<file path="config.mk">
export PLATFORM = sky130hd
export DESIGN_NAME = seq_detector_param
export DESIGN_NICKNAME = d
export VERILOG_FILES = /design/src/rtl/seq_detector_param.sv
export SDC_FILE = /design/constraint.sdc
export NUM_CORES = 1
export LEC_CHECK = 0
export CORE_MARGIN = 2
export CORE_UTILIZATION = 35
export DETAILED_ROUTE_END_ITERATION = 8
export PLACE_DENSITY_LB_ADDON = 0.08
export SYNTH_ARGS = -nofsm -noshare
export SYNTH_HDL_FRONTEND = slang
export SYNTH_SLANG_ARGS = --single-unit
</file>
<file path="constraint.sdc">
create_clock -name clk -period 8.3 [get_ports clk]
set_clock_uncertainty 0.15 [all_clocks]
set_input_delay 1.245 -clock clk [delete_from_list [all_inputs] [get_ports clk]]
set_output_delay 1.245 -clock clk [all_outputs]
set_load 0.02 [all_outputs]
</file>
<file path="src/rtl/seq_detector_param.sv">
// Runtime-programmable serial pattern detector.
// Watches a 1-bit stream qualified by rx_valid and matches a loaded pattern of
// 1..MAX_LEN bits, with overlapping or non-overlapping matches and a saturating
// match counter.
// Ports:
//   clk, rstn            clock (rising edge), async active-low reset
//   rx, rx_valid         serial bit and its qualifier
//   cfg_load             latch cfg_pattern/cfg_len/cfg_overlap (highest priority)
//   cfg_pattern          pattern; bit cfg_len-1 arrives first, bit 0 last
//   cfg_len              pattern length, legal range 1..MAX_LEN
//   cfg_overlap          1 = overlapping matches allowed
//   clr_cnt              synchronous clear of match_count
//   detected             one-cycle match pulse
//   armed                high while hunting (history holds >= len bits)
//   cfg_err              last cfg_load carried an illegal length
//   match_count          saturating number of detections
module seq_detector_param #(
  parameter int unsigned MAX_LEN = 8,
  parameter int unsigned CNT_W   = 8,
  parameter int unsigned LEN_W   = $clog2(MAX_LEN + 1)
) (
  input  logic               clk,
  input  logic               rstn,
  input  logic               rx,
  input  logic               rx_valid,
  input  logic               cfg_load,
  input  logic [MAX_LEN-1:0] cfg_pattern,
  input  logic [LEN_W-1:0]   cfg_len,
  input  logic               cfg_overlap,
  input  logic               clr_cnt,
  output logic               detected,
  output logic               armed,
  output logic               cfg_err,
  output logic [CNT_W-1:0]   match_count
);

  localparam logic [LEN_W-1:0] MAX_FILL = LEN_W'(MAX_LEN);
  localparam logic [CNT_W-1:0] CNT_MAX  = '1;

  typedef enum logic [1:0] {IDLE, FILL, HUNT} state_t;

  state_t             state, state_nxt;
  logic [MAX_LEN-1:0] hist, hist_nxt;
  logic [MAX_LEN-1:0] pat, pat_nxt;
  logic [LEN_W-1:0]   len, len_nxt;
  logic [LEN_W-1:0]   fill_cnt, fill_nxt;
  logic               ovl, ovl_nxt;
  logic               det_nxt, armed_nxt, err_nxt;
  logic [CNT_W-1:0]   cnt_nxt;

  logic [MAX_LEN-1:0] shifted, mask;
  logic [LEN_W:0]     fill_inc;
  logic [LEN_W-1:0]   fill_sat;
  logic               len_ok, sample, hit;

  // Match datapath: compare the low len bits of the post-shift history.
  always_comb begin
    mask = '0;
    for (int i = 0; i < MAX_LEN; i++) mask[i] = (LEN_W'(i) < len);
    shifted  = {hist[MAX_LEN-2:0], rx};
    fill_inc = {1'b0, fill_cnt} + (LEN_W+1)'(1);
    fill_sat = (fill_inc > {1'b0, MAX_FILL}) ? MAX_FILL : fill_inc[LEN_W-1:0];
    len_ok   = (cfg_len != '0) && (cfg_len <= MAX_FILL);
    sample   = rx_valid && !cfg_load && (state != IDLE);
    hit      = sample && (fill_inc >= {1'b0, len}) && (((shifted ^ pat) & mask) == '0);
  end

  // Next-state and registered-output logic.
  always_comb begin
    state_nxt = state;
    hist_nxt  = hist;
    pat_nxt   = pat;
    len_nxt   = len;
    ovl_nxt   = ovl;
    fill_nxt  = fill_cnt;
    err_nxt   = cfg_err;
    det_nxt   = 1'b0;
    cnt_nxt   = match_count;

    if (cfg_load) begin
      if (len_ok) begin
        pat_nxt   = cfg_pattern;
        len_nxt   = cfg_len;
        ovl_nxt   = cfg_overlap;
        err_nxt   = 1'b0;
        fill_nxt  = '0;
        state_nxt = FILL;
      end else begin
        err_nxt   = 1'b1;
        state_nxt = IDLE;
      end
    end else if (sample) begin
      hist_nxt = shifted;
      det_nxt  = hit;
      if (hit && !ovl) begin
        // Non-overlapping: restart the fill so old bits cannot be reused.
        fill_nxt  = '0;
        state_nxt = FILL;
      end else begin
        fill_nxt  = fill_sat;
        state_nxt = (fill_sat >= len) ? HUNT : FILL;
      end
    end

    if (clr_cnt)                            cnt_nxt = hit ? CNT_W'(1) : '0;
    else if (hit && (match_count != CNT_MAX)) cnt_nxt = match_count + CNT_W'(1);

    armed_nxt = (state_nxt == HUNT);
  end

  // State and output registers.
  always_ff @(posedge clk or negedge rstn) begin
    if (!rstn) begin
      state       <= IDLE;
      hist        <= '0;
      pat         <= '0;
      len         <= '0;
      ovl         <= 1'b0;
      fill_cnt    <= '0;
      detected    <= 1'b0;
      armed       <= 1'b0;
      cfg_err     <= 1'b0;
      match_count <= '0;
    end else begin
      state       <= state_nxt;
      hist        <= hist_nxt;
      pat         <= pat_nxt;
      len         <= len_nxt;
      ovl         <= ovl_nxt;
      fill_cnt    <= fill_nxt;
      detected    <= det_nxt;
      armed       <= armed_nxt;
      cfg_err     <= err_nxt;
      match_count <= cnt_nxt;
    end
  end

endmodule
</file>
* Word level (Yosys, flattened, before mapping)
Index checks and enable logic that the tools add are counted.
Word-level totals: word-level logic and storage cells 63, register bits 37, input port bits 19, output and inout bits 11
Operators by class: bitwise operators 3, add/subtract/negate cells 2, equality and inequality tests 3, multiplexer cells 16, reductions and logical operators 17, $lt $le $gt $ge 12
Operators with widths (count):
- $mux 4 | 5
- $lt 3x4->1 const A | 4
- $mux 8 | 2
- $add 8x1->8 const B | 1
- $and 8x8->8 | 1
- $logic_not 8->1 | 1
- $lt 1x4->1 const A | 2
- $lt 2x4->1 const A | 2
- $mux 2 | 4
- $ne 8x8->1 const B | 1
- $xor 8x8->8 | 1
- $logic_and 1x1->1 | 7
- $reduce_and 2->1 | 3
- $reduce_bool 2->1 | 3
- $add 4x1->5 const B | 1
- $ge 5x4->1 | 1
- $gt 5x4->1 const B | 1
- $mux 1 | 5
- $ge 4x4->1 | 1
- $le 4x4->1 const B | 1
- $reduce_bool 4->1 | 1
- $eq 2x2->1 const B | 1
- $logic_not 1->1 | 2
- $ne 2x1->1 const B | 1
- $not 1->1 | 1

* Logic depth before layout (Yosys ltp)
depth in word-level cells 10, depth in mapped cells 11, depth with buffers taken out 11

* Worst setup path after synthesis
Ideal clock, no wire load.
path kind in2reg, from in cfg_load, to reg match_count[3], library setup time 128 ps, arrival 2741 ps, stages on the path 7, required time 8022 ps, path buffers 1, slack 5281 ps, cell sequence inv_1 -> nand3b_1 -> a2111o_1 -> or3_1 -> buf_6 -> nor3b_2 -> mux2_1
On the way: longest elaborated chain between the ends 7
RTL lines:
- start: declaration | line 26 | input logic cfg_load,
- $logic_not 1->1 | line 64 | sample = rx_valid && !cfg_load && (state != IDLE);
- $logic_and 1x1->1 (2 in a row) | line 64
- $logic_and 1x1->1 (2 in a row) | line 65 | hit = sample && (fill_inc >= {1'b0, len}) && (((shifted ^ pat) & mask) == '0);
- $logic_and 1x1->1 | line 106 | else if (hit && (match_count != CNT_MAX)) cnt_nxt = match_count + CNT_W'(1);
- $reduce_bool 2->1 (no line)
- end signal: assignment | line 134 | match_count <= cnt_nxt;
- end: declaration | line 34 | output logic [CNT_W-1:0] match_count
Every way passes these cells. A chain may end at the register's enable or synchronous reset.

* Worst setup path after layout
Ends and elaborated chain as after synthesis.

==> results.toml <==
[critical_path]
path_cells = "clkdlybuf4s50_1, inv_1, nand3b_1, a2111o_1, or3_1, nor3b_2, mux2_1"
worst-path-max-fanout = 16
cp_data_arrival_time_ns = 3.79
crit_required_ns = 8.31
worstSetupPathType = "in2reg"
critPathLaunchType = "input pin"
critPathTopFamily = "simple AND/OR/NAND/NOR gates"
cp-end-kind = "flip-flop"
cp_slowest_stage_delay_ns = 0.49
path_buf_inv = 2
slowest_stage = "a2111o_1"

[timing]
finalHoldViolCount = 0
fmax_mhz = 265
setup_tns_ns = 0
relSlewSlack_pct = 44.6
fin_crit_ns = 3.77
drv_slew = 0
rsz0062_at_grt = "false"
hold_slack_ns = 0.355
tightest_slew_ns = 0.831
setup_violations = 0
period_share_pct = 45.5

[cells_and_area]
fin_nets = 280
antenna_cells = 0
fillers = 571
drive_above_1_share_pct = 5.58
area_delta_synth_final_pct = 21.2
design_area_um2 = 2430
final_cells = 323

[yosys]
yosysWarnings = 0
synth.distinct_cells = 42
synth_area_leader_cell = "dfrtp_1"
async_reset_ff_share_pct = 100
synth_seq_cells = 37
postSynthCellCount = 220
synth.most_common_cell = "nand2_1"
synth_area_leaders = "dfrtp_1, nand2_1, ha_1"
syn-num-nets = 250
synthTopCellsByCount = "nand2_1, dfrtp_1, o21ai_0"
synth.top_cell.area_share_pct = 46.1
synth_ff_type = "dfrtp_1"
ys_seq_area_share_pct = 46.1
synth_edf_count = 0
syn_area_per_cell_um2 = 9.13
syn_area_um2 = 2010

[global_route]
grt-ovfl-total = 0
antenna_found_initial = 0
grt_pass1_vias = 1486
grt.met2_usage_pct = 22.0
grt_pass1_wl_um = 7140
use_met1_pct = 20.7
met3_usage_pct = 3.05
grt_max_degree = 38
grtUsageTotal_pct = 14.5
grt.busiest_layer = "met2"

[clock_network]
clkTransAtPathRegs_ns = 0.07
cts_buffers = 5
cts.path.max_buffers = 2
cts-root-buf = "clkbuf_8"
cts_hold_buf = 0
cts.sinks = 37
cts_resized = 0
clock_latency_ns = 0.28
cts.htree.levels = 2
cts_tree = "yes"
postCtsSetupBuffers = 0

[floorplan]
row_count = 27
core_um2 = 5540
dieArea_um2 = 6360
die_w_um = 79.8
start_util_pct = 36.3
ios = 30
die_height_um = 79.8

[detailed_routing]
wire_per_inst_um = 13.0
vias_per_cell = 4.86
drtIter0Drc = 98
firstDrtPassIters = 4
ant_nets = 0
wirelength_um = 4210
drc = 0
vias = 1571

[run]
cap_violations = 0

[power]
p_int_uw = 332
clkPwrFrac_pct = 24.7
powerDensity_nw_per_um2 = 200
p_sw_uw = 154
pwr-share-comb_pct = 25.6
swShare_pct = 31.7
p_leak_nw = 1.12
pwr-share-seq_pct = 49.7
irDropWorstVdd_v = 0.0000935

[run_status]
status = "complete, no violations"

[place]
dp.cells = 315
dpl.hpwl_um = 3070
placed_area_um2 = 2350
place.port_buffers = 29
place.gp.congestion = 0.763

[worst_hold_path]
hp-class = "reg2reg"
-- state kept, by name, indices dropped and copies added (netlist names) --
name         flops
pat              8
match_count      8
len              4
armed            1
ovl              1
hist             7
cfg_err          1
fill_cnt         4
state            2
detected         1
-- worst reg2reg max path: cells and delay by family, from the launching register on --
| family | cells | cell delay (ns) |
|---|---|---|
| multiplexers | 1 | 0.34 |
| adder cells (fa/ha/maj) | 2 | 0.58 |
| XOR/XNOR | 1 | 0.17 |
| flip-flops | 1 | 0.46 |
| AO/OA/AOI/OAI | 2 | 0.30 |
| AND/OR/NAND/NOR | 2 | 0.76 |
-- stage by stage --
| stage | utilization, % | setup WS (ns) | power [mW] |
|---|---|---|---|
| floorplan | - | 5.28 | 0.328 |
| global placement | 42.5 | 4.28 | 0.372 |
| detailed placement | 42.5 | 4.21 | 0.371 |
| CTS | 43.9 | 4.51 | 0.494 |
| global route | 43.9 | 4.39 | 0.523 |
| finish | 43.9 | 4.53 | 0.486 |
-- power by group through the flow --
stage               registers [mW]  clock network (mW)  logic [mW]
floorplan                    0.239                   0      0.0891
global placement             0.245                   0       0.127
detailed placement           0.245                   0       0.126
CTS                          0.242               0.126       0.127
global route                 0.246               0.134       0.143
finish                       0.242               0.120       0.124
-- placed cells by master (no fill, tap or decap), types with 3 or more instances in the layout --
cell type / instances
nand2_1: 58
dfrtp_1: 37
clkdlybuf4s50_1: 28
o21ai_0: 12
nor2_1: 11
ha_1: 11
inv_1: 8
nand3_1: 6
xnor2_1: 6
a21oi_1: 6
xor2_1: 5
nor2b_1: 5
nor3_1: 5
clkbuf_8: 5
nand2b_1: 4
mux2_2: 4
a31oi_1: 3
and3_1: 3
clkbuf_1: 3
-- final timing paths --
path,startpoint,end,slack [ns],cells past startpoint
max in group asynchronous,rstn,pat[7]$_DFFE_PN0P_,6.57,1
worst max-delay path,cfg_load,match_count[3]$_DFFE_PN0P_,4.53,7
min in group asynchronous,rstn,pat[2]$_DFFE_PN0P_,0.91,1
worst min-delay path,pat[4]$_DFFE_PN0P_,pat[4]$_DFFE_PN0P_,0.35,2
worst min register to register,pat[4]$_DFFE_PN0P_,pat[4]$_DFFE_PN0P_,0.35,2
worst max register to register,fill_cnt[0]$_DFFE_PN0P_,match_count[3]$_DFFE_PN0P_,5.44,8
-- cell families (layout without fill, tap and decap cells) --
kind of cell / count (synthesis) / count (layout) / synth area share [%]
and+or+nand+nor: 101 / 101 / 22.8
AOI/OAI and AO/OA: 39 / 39 / 13.0
DFF: 37 / 37 / 46.1
muxes: 6 / 6 / 3.30
buffers and inverters: 15 / 46 / 3.24
adders and majority gates: 11 / 11 / 6.85
xor gates and xnor gates: 11 / 11 / 4.79
-- layout make-up --
| type | count | area, um2 | area share, % |
|---|---|---|---|
| Inverter | 9 | 35.0 | 1.44 |
| Tap cell | 72 | 90.1 | 3.70 |
| Clock buffer | 8 | 80.1 | 3.29 |
| Timing Repair Buffer | 29 | 285 | 11.7 |
| Multi-Input combinational cell | 168 | 1020 | 41.8 |
| Sequential cell | 37 | 926 | 38.0 |
-- layer usage --
metal	routed length, um	share of wire, %
met1	2170	52
met2	1880	45
met3	123	2.9
met4	37	0.88
met5	0	0
Power figures use the tool's default switching activity.
